### src/rtl/serial_mag_comparator_if.sv
`default_nettype none
// ============================================================================
// Module      : serial_mag_comparator_if
// Description : Request/result bundle for the bit-serial magnitude comparator.
// Revision    : 1.0 - initial release
// ============================================================================
interface serial_mag_comparator_if #(
    parameter int WIDTH = 8
);
    logic             start;
    logic             is_signed;
    logic [WIDTH-1:0] a;
    logic [WIDTH-1:0] b;
    logic             busy;
    logic             done;
    logic             a_gt_b;
    logic             a_eq_b;
    logic             a_lt_b;

    modport master (
        output start, is_signed, a, b,
        input  busy, done, a_gt_b, a_eq_b, a_lt_b
    );

    modport slave (
        input  start, is_signed, a, b,
        output busy, done, a_gt_b, a_eq_b, a_lt_b
    );
endinterface
`default_nettype wire

### src/rtl/serial_mag_comparator.sv
`default_nettype none
// ============================================================================
// Module      : serial_mag_comparator
// Description : MSB-first bit-serial magnitude comparator, unsigned or
//               two's-complement, with optional early exit on first difference.
// Revision    : 1.0 - initial release
// ============================================================================
module serial_mag_comparator #(
    parameter int WIDTH      = 8,
    parameter int EARLY_EXIT = 1
) (
    input  wire logic              clk,
    input  wire logic              rst,
    serial_mag_comparator_if.slave bus
);
    localparam int                c_CNT_W   = (WIDTH > 1) ? $clog2(WIDTH) : 1;
    localparam logic [c_CNT_W-1:0] c_LAST   = c_CNT_W'(WIDTH - 1);
    localparam logic [0:0]        c_IDLE    = 1'b0;
    localparam logic [0:0]        c_COMPARE = 1'b1;

    logic [0:0]         r_state;
    logic [WIDTH-1:0]   r_a;
    logic [WIDTH-1:0]   r_b;
    logic               r_signed;
    logic [c_CNT_W-1:0] r_cnt;
    logic               r_decided;
    logic               r_dec_gt;
    logic               r_busy;
    logic               r_done;
    logic               r_gt;
    logic               r_eq;
    logic               r_lt;

    logic w_ai;
    logic w_bi;
    logic w_diff;
    logic w_sign_bit;
    logic w_gt;
    logic w_last;

    // Operands shift left, so the bit under test is always at the MSB.
    assign w_ai       = r_a[WIDTH-1];
    assign w_bi       = r_b[WIDTH-1];
    assign w_diff     = w_ai ^ w_bi;
    assign w_sign_bit = r_signed && (r_cnt == c_LAST);
    // On a differing sign bit, A is greater exactly when B is the negative one.
    assign w_gt       = w_sign_bit ? w_bi : w_ai;
    assign w_last     = (r_cnt == '0);

    always_ff @(posedge clk or posedge rst) begin
        if (rst) begin
            r_state   <= c_IDLE;
            r_a       <= '0;
            r_b       <= '0;
            r_signed  <= 1'b0;
            r_cnt     <= '0;
            r_decided <= 1'b0;
            r_dec_gt  <= 1'b0;
            r_busy    <= 1'b0;
            r_done    <= 1'b0;
            r_gt      <= 1'b0;
            r_eq      <= 1'b0;
            r_lt      <= 1'b0;
        end else begin
            r_done <= 1'b0;
            case (r_state)
                c_IDLE: begin
                    if (bus.start) begin
                        r_a       <= bus.a;
                        r_b       <= bus.b;
                        r_signed  <= bus.is_signed;
                        r_cnt     <= c_LAST;
                        r_decided <= 1'b0;
                        r_dec_gt  <= 1'b0;
                        r_busy    <= 1'b1;
                        r_gt      <= 1'b0;
                        r_eq      <= 1'b0;
                        r_lt      <= 1'b0;
                        r_state   <= c_COMPARE;
                    end
                end
                c_COMPARE: begin
                    r_a <= r_a << 1;
                    r_b <= r_b << 1;
                    if ((EARLY_EXIT != 0) && w_diff) begin
                        r_gt    <= w_gt;
                        r_lt    <= ~w_gt;
                        r_done  <= 1'b1;
                        r_busy  <= 1'b0;
                        r_state <= c_IDLE;
                    end else if (w_last) begin
                        if (r_decided) begin
                            r_gt <= r_dec_gt;
                            r_lt <= ~r_dec_gt;
                        end else if (w_diff) begin
                            r_gt <= w_gt;
                            r_lt <= ~w_gt;
                        end else begin
                            r_eq <= 1'b1;
                        end
                        r_done  <= 1'b1;
                        r_busy  <= 1'b0;
                        r_state <= c_IDLE;
                    end else begin
                        r_cnt <= r_cnt - 1'b1;
                        // Constant-latency mode: only the first difference counts.
                        if (!r_decided && w_diff) begin
                            r_decided <= 1'b1;
                            r_dec_gt  <= w_gt;
                        end
                    end
                end
                default: r_state <= c_IDLE;
            endcase
        end
    end

    assign bus.busy   = r_busy;
    assign bus.done   = r_done;
    assign bus.a_gt_b = r_gt;
    assign bus.a_eq_b = r_eq;
    assign bus.a_lt_b = r_lt;
endmodule
`default_nettype wire

### src/flat_wrapper.sv
// flat-port wrapper written by rule: the top's interface ports become plain ports
module serial_mag_comparator_flat 
#(
    parameter int WIDTH      = 8,
    parameter int EARLY_EXIT = 1
)
  (clk, rst, bus_start, bus_is_signed, bus_a, bus_b, bus_busy, bus_done, bus_a_gt_b, bus_a_eq_b, bus_a_lt_b);
  serial_mag_comparator_if #(.WIDTH(WIDTH)) bus_i ();
  input  wire logic clk;
  input  wire logic rst;
  input wire logic [$bits(bus_i.start)-1:0] bus_start;
  input wire logic [$bits(bus_i.is_signed)-1:0] bus_is_signed;
  input wire logic [$bits(bus_i.a)-1:0] bus_a;
  input wire logic [$bits(bus_i.b)-1:0] bus_b;
  output wire logic [$bits(bus_i.busy)-1:0] bus_busy;
  output wire logic [$bits(bus_i.done)-1:0] bus_done;
  output wire logic [$bits(bus_i.a_gt_b)-1:0] bus_a_gt_b;
  output wire logic [$bits(bus_i.a_eq_b)-1:0] bus_a_eq_b;
  output wire logic [$bits(bus_i.a_lt_b)-1:0] bus_a_lt_b;
  assign bus_i.start = bus_start;
  assign bus_i.is_signed = bus_is_signed;
  assign bus_i.a = bus_a;
  assign bus_i.b = bus_b;
  assign bus_busy = bus_i.busy;
  assign bus_done = bus_i.done;
  assign bus_a_gt_b = bus_i.a_gt_b;
  assign bus_a_eq_b = bus_i.a_eq_b;
  assign bus_a_lt_b = bus_i.a_lt_b;
  serial_mag_comparator #(.WIDTH(WIDTH), .EARLY_EXIT(EARLY_EXIT)) u_core (.clk(clk), .rst(rst), .bus(bus_i));
endmodule
### config.mk
export PLATFORM = sky130hd
export DESIGN_NAME = serial_mag_comparator_flat
export DESIGN_NICKNAME = d
export VERILOG_FILES = /design/src/rtl/serial_mag_comparator_if.sv /design/src/rtl/serial_mag_comparator.sv /design/src/flat_wrapper.sv
export SDC_FILE = /design/constraint.sdc
export NUM_CORES = 1
export LEC_CHECK = 0
export CAP_MARGIN = 15
export CORE_UTILIZATION = 50
export CTS_CLUSTER_DIAMETER = 30
export DETAILED_ROUTE_END_ITERATION = 10
export PLACE_DENSITY = 0.88
export SYNTH_ARGS = -nofsm -noshare
export SYNTH_HDL_FRONTEND = slang
export SYNTH_SLANG_ARGS = --single-unit
### constraint.sdc
create_clock -name clk -period 2.2 [get_ports clk]
set_clock_uncertainty 0.2 [all_clocks]
set_input_delay 0.44 -clock clk [delete_from_list [all_inputs] [get_ports clk]]
set_output_delay 0.44 -clock clk [all_outputs]
set_load 0.05 [all_outputs]
### Word level (Yosys, flattened, before mapping)

Index checks and enable logic that the tools add are counted.

| operators by class | value |
|---|---|
| reduce and logical (&&, ||, !) cells | 10 |
| multiplexer cells | 41 |
| $add $sub $neg | 1 |
| bitwise operators | 4 |
| eq/ne operators | 9 |

Operators with widths:

| operator | count |
|---|---|
| case mux 8 bit (2 select lines) | 2 |
| 2-to-1 mux 1 bit | 26 |
| 2-to-1 mux 8 bit | 2 |
| case mux 1 bit (2 select lines) | 7 |
| inequality test 2 bit, second input constant | 6 |
| 2-to-1 mux 3 bit | 3 |
| AND reduction 4 bit | 2 |
| inequality test 3 bit, second input constant | 2 |
| case mux 3 bit (2 select lines) | 1 |
| AND reduction 3 bit | 2 |
| AND reduction 2 bit | 2 |
| == test 3 bit, second input constant | 1 |
| zero test 3 bit | 1 |
| NOT 1 bit | 3 |
| subtractor 3 x 1 -> 3 bit, second input constant | 1 |
| logical AND 1 bit | 2 |
| zero test 1 bit | 1 |
| bitwise XOR 1 bit | 1 |

| storage, ports and cells | value |
|---|---|
| output and inout port bits | 5 |
| word-level logic and storage cells | 77 |
| register bits after elaboration | 28 |

### Logic depth before layout (Yosys ltp)

| logic depth | value |
|---|---|
| depth after elaboration | 7 |
| gate-level depth with buffers | 6 |
| mapped depth without buffers | 6 |

### Worst setup path before layout

No wires, ideal clock.

| timing path | value |
|---|---|
| path kind | register -> register |
| start point | register u_core.r_cnt[0] |
| end point | register u_core.r_gt (netlist: u_core.bus.a_gt_b) |
| arrival | 1216 ps |
| cell stages (with the launch flop) | 7 |
| path slack | 664 ps |
| setup time | 120 ps |
| data required time | 1880 ps |
| path through | dfrtp_1 > inv_1 > ha_1 > nor2b_1 > a21o_2 > a21oi_1 > a31o_2 |

| between the ends | value |
|---|---|
| word-level cells in the longest chain between the ends | 5 |

RTL lines:

| element | RTL line | RTL |
|---|---|---|
| start: declaration | serial_mag_comparator.sv:25 | `logic [c_CNT_W-1:0] r_cnt;` |
| start signal: assignment | serial_mag_comparator.sv:72 | `r_cnt <= c_LAST;` |
| start signal: assignment | serial_mag_comparator.sv:105 | `r_cnt <= r_cnt - 1'b1;` |
| == test 3 bit | serial_mag_comparator.sv:45 | `assign w_sign_bit = r_signed && (r_cnt == c_LAST);` |
| logical AND 1 bit | serial_mag_comparator.sv:45 |  |
| 2-to-1 mux 1 bit | serial_mag_comparator.sv:47 | `assign w_gt = w_sign_bit ? w_bi : w_ai;` |
| 2-to-1 mux 1 bit | serial_mag_comparator.sv:85 | `if ((EARLY_EXIT != 0) && w_diff) begin` |
| case mux 1 bit (2 select lines) | serial_mag_comparator.sv:66 | `case (r_state)` |
| end signal: assignment | serial_mag_comparator.sv:86 | `r_gt <= w_gt;` |
| end signal: assignment | serial_mag_comparator.sv:93 | `r_gt <= r_dec_gt;` |
| end signal: assignment | serial_mag_comparator.sv:96 | `r_gt <= w_gt;` |
| end: declaration | serial_mag_comparator.sv:30 | `logic r_gt;` |

Several ways; a longest one is shown, not always the timed one.
A chain may end at the register's enable or synchronous reset.

### Final worst setup path

| timing path | value |
|---|---|
| start point | register u_core.r_lt (netlist: u_core.bus.a_lt_b) |
| end point | output port bus_a_lt_b |

RTL lines:

| element | RTL line | RTL |
|---|---|---|
| start: declaration | serial_mag_comparator.sv:32 | `logic r_lt;` |
| start signal: assignment | serial_mag_comparator.sv:87 | `r_lt <= ~w_gt;` |
| start signal: assignment | serial_mag_comparator.sv:94 | `r_lt <= ~r_dec_gt;` |
| start signal: assignment | serial_mag_comparator.sv:97 | `r_lt <= ~w_gt;` |
| end: declaration | flat_wrapper.sv:19 | `output wire logic [$bits(bus_i.a_lt_b)-1:0] bus_a_lt_b;` |

No word-level cell between the ends.

==> results.toml <==
[floorplan]
fp-row-count = 18
die_w_um = 53.4
initial_core_util_pct = 53.4
dieArea_sq_mm = 0.00285
core_region_area_sq_mm = 0.00248
io_pins = 25
fp.dieH_um = 53.4

[logic_synthesis]
synth_top_family_by_area = "simple AND/OR/NAND/NOR gates"
yosys.cell_count.top_type = "dfrtp_1"
synth_mux_area_share_pct = 13.6
synthCells = 124
synth_area_leaders = "dfrtp_1, mux2i_1, o21ai_0"
syn-cell-area_sq_mm = 0.00132
synthSimpleGateAreaFrac_pct = 14.3
synth.avg_cell_area_sq_um = 10.7
ys.flop_type = "dfrtp_1"
synth_fa_ha_area_share_pct = 2.84
postSynth.asyncResetShare_pct = 100
ys_seq_elements = 28
synth_commonest_cells = "dfrtp_1, nand2_1, mux2i_1"
seq_area_frac_synth_pct = 53.0
synth_edf_count = 0
synth_xor_area_share_pct = 1.23
yosysWarningCount = 0
yosys.area.top_type = "dfrtp_1"
synthDistinctLibCells = 25
synth-compound-area-share_pct = 10.7
yosys.area.top_type_share_pct = 53.0
synth_nets = 147

[timing]
period_share_pct = 96.9
fin_crit_ns = 2.13
fin_tns_setup_ns = 0
tightest_slew_ns = 0.500
relSlewSlack_pct = 66.6
maxSlewViolCount = 0
rsz0062_at_grt = "no"
setup_viol = 0
max_freq_mhz = 469
holdWs_ns = 0.249
finalHoldViolations = 0

[finish]
final_util_pct = 66.4
syn_to_final_growth_pct = 24.4
fillers = 203
finalNetCount = 174
antenna_cells = 0
drive_gt1_share_pct = 9.33
fin_cells = 180

[pwr]
power_leakage_nw = 0.808
total_power_w = 0.00203
p_per_area_mw_per_mm2 = 1230
irDropWorstVdd_uv = 815

[clock_tree]
cts_tree = "built"
clockBufferDepth = 2
htreeDepth = 1
numCtsBuffers = 3
cts_hold_buf = 0
clk_pin_slew_ns = 0.15
clockRootBuffer = "clkbuf_4"
clk-insertion-delay-late_ns = 0.33
post-cts-setup-buffers = 0
postCtsResizedCells = 0
cts_sinks = 28

[critical_path]
cp.arrival_ns = 1.49
crit_required_ns = 1.56
worst_setup_path_end_kind = "output pin"
crit-reg2reg-launch = "u_core.r_cnt[0]$_DFFE_PP0P_"
slowest_delay_ns = 0.79
path_cells = "clkdlybuf4s50_1"
crit_family = "buffers and inverters"
crit_type = "flop to output pin"
r2r_end = "u_core.bus.a_gt_b$_DFFE_PP0P_"
crit_path_max_fanout = 2
r2r_cells = 6
rrSetupSlack_ns = 0.51
worst_setup_path_start_kind = "flop"
critPathBufInv = 1
critPathSlowestCell = "clkdlybuf4s50_1"

[route]
wl_per_cell_um = 12.4
ant_nets = 0
drc_errors = 0
dr.first_iter.drc_count = 7
via_per_inst = 5.14
wirelength_um = 2240
num_vias = 926
drtPass1Iterations = 4

[status]
status = "finished, final reports clean"

[global_routing]
grt_overflow = 0
grt_busiest_layer = "met2"
grt_pass1_vias = 853
track_usage_pct = 18.7
grt_max_degree = 31
grt_pass1_wl_um = 3810
grt_use_met2_pct = 30.6
antenna_found_initial = 0
use_met3_pct = 4.31
grtUsageMet1_pct = 23.8

[run]
cap_violations = 0

[placement]
port_buffers = 24
routabilityCongestion = 0.727
hpwl_um = 1620
placed_cells = 176

[hold_path]
hold_path_class = "input pin to async pin"
routing by layer:
layer	vias to the layer above	share of wire, %
met1	443	45
met4	0	1.2
li1	467	-
met5	-	0
met2	14	51
met3	2	3.3
through the flow:
stage,setup WS [ns],instance area [sq um]
6_report,0.0674,1650
5_1_grt,0.00647,1650
4_1_cts,0.0248,1640
3_5_place_dp,0.251,1590
3_3_place_gp,0.329,1590
2_1_floorplan,0.664,1320
worst max-delay path by stage:
stage / startpoint / to / slack [ns] / depth (start not counted)
after CTS: u_core.bus.a_gt_b$_DFFE_PP0P_ / bus_a_gt_b / 0.02 / 1
after global placement: bus_start / u_core.bus.a_gt_b$_DFFE_PP0P_ / 0.33 / 5
after floorplan: u_core.r_cnt[0]$_DFFE_PP0P_ / u_core.bus.a_gt_b$_DFFE_PP0P_ / 0.66 / 6
after detailed placement: bus_start / u_core.r_a[4]$_DFFE_PP0P_ / 0.25 / 4
after global routing: u_core.bus.a_lt_b$_DFFE_PP0P_ / bus_a_lt_b / 0.006 / 1
final: u_core.bus.a_lt_b$_DFFE_PP0P_ / bus_a_lt_b / 0.07 / 1
layout by cell type (no fill, tap or decap), drive strengths merged:
master and instances:
xor2 1, or3b 1, a31o 1, bufinv 1, buf 4, nand3 5
nand2 21, o21ai 17, a21oi 1, and2 3, a21o 1, nand3b 2
clkdlybuf4s50 22, nor2b 2, dlymetal6s2s 2, ha 3, dfrtp 28, inv 4
o21a 3, nor2 6, mux2i 18, nand2b 1, clkbuf 3
power breakdown:
group | switching (W) | internal [W] | total, W
Combinational | 0.000458 | 0.000354 | 0.000812
Clock | 0.000152 | 0.000184 | 0.000336
Sequential | 0.000164 | 0.000720 | 0.000884
layout make-up:
cell class / count / area [sq um] / share of cell area (%)
flip-flops and latches: 28 / 701 / 42.6
multi-input cells: 86 / 564 / 34.3
repair buffers: 28 / 275 / 16.7
well taps: 30 / 37.5 / 2.28
clock inverters: 1 / 30.0 / 1.83
clock buffers: 3 / 22.5 / 1.37
inverters: 4 / 15.0 / 0.913
logic make-up (layout without fill, tap and decap cells):
group / Yosys count / count (layout)
and+or+nand+nor: 41 / 41
DFF: 28 / 28
AOI/OAI and AO/OA: 23 / 23
muxes: 18 / 18
buffers and inverters: 10 / 36
adders and majority gates: 3 / 3
xor gates and xnor gates: 1 / 1
registers in the layout, summed over array words and instances, names as in the netlist:
name,cells
u_core.bus.a_eq_b,1
u_core.bus.a_gt_b,1
u_core.bus.a_lt_b,1
u_core.bus.busy,1
u_core.bus.done,1
u_core.r_a,8
u_core.r_b,8
u_core.r_cnt,3
u_core.r_dec_gt,1
u_core.r_decided,1
u_core.r_signed,1
u_core.r_state,1
(Power assumes the default switching activity.)
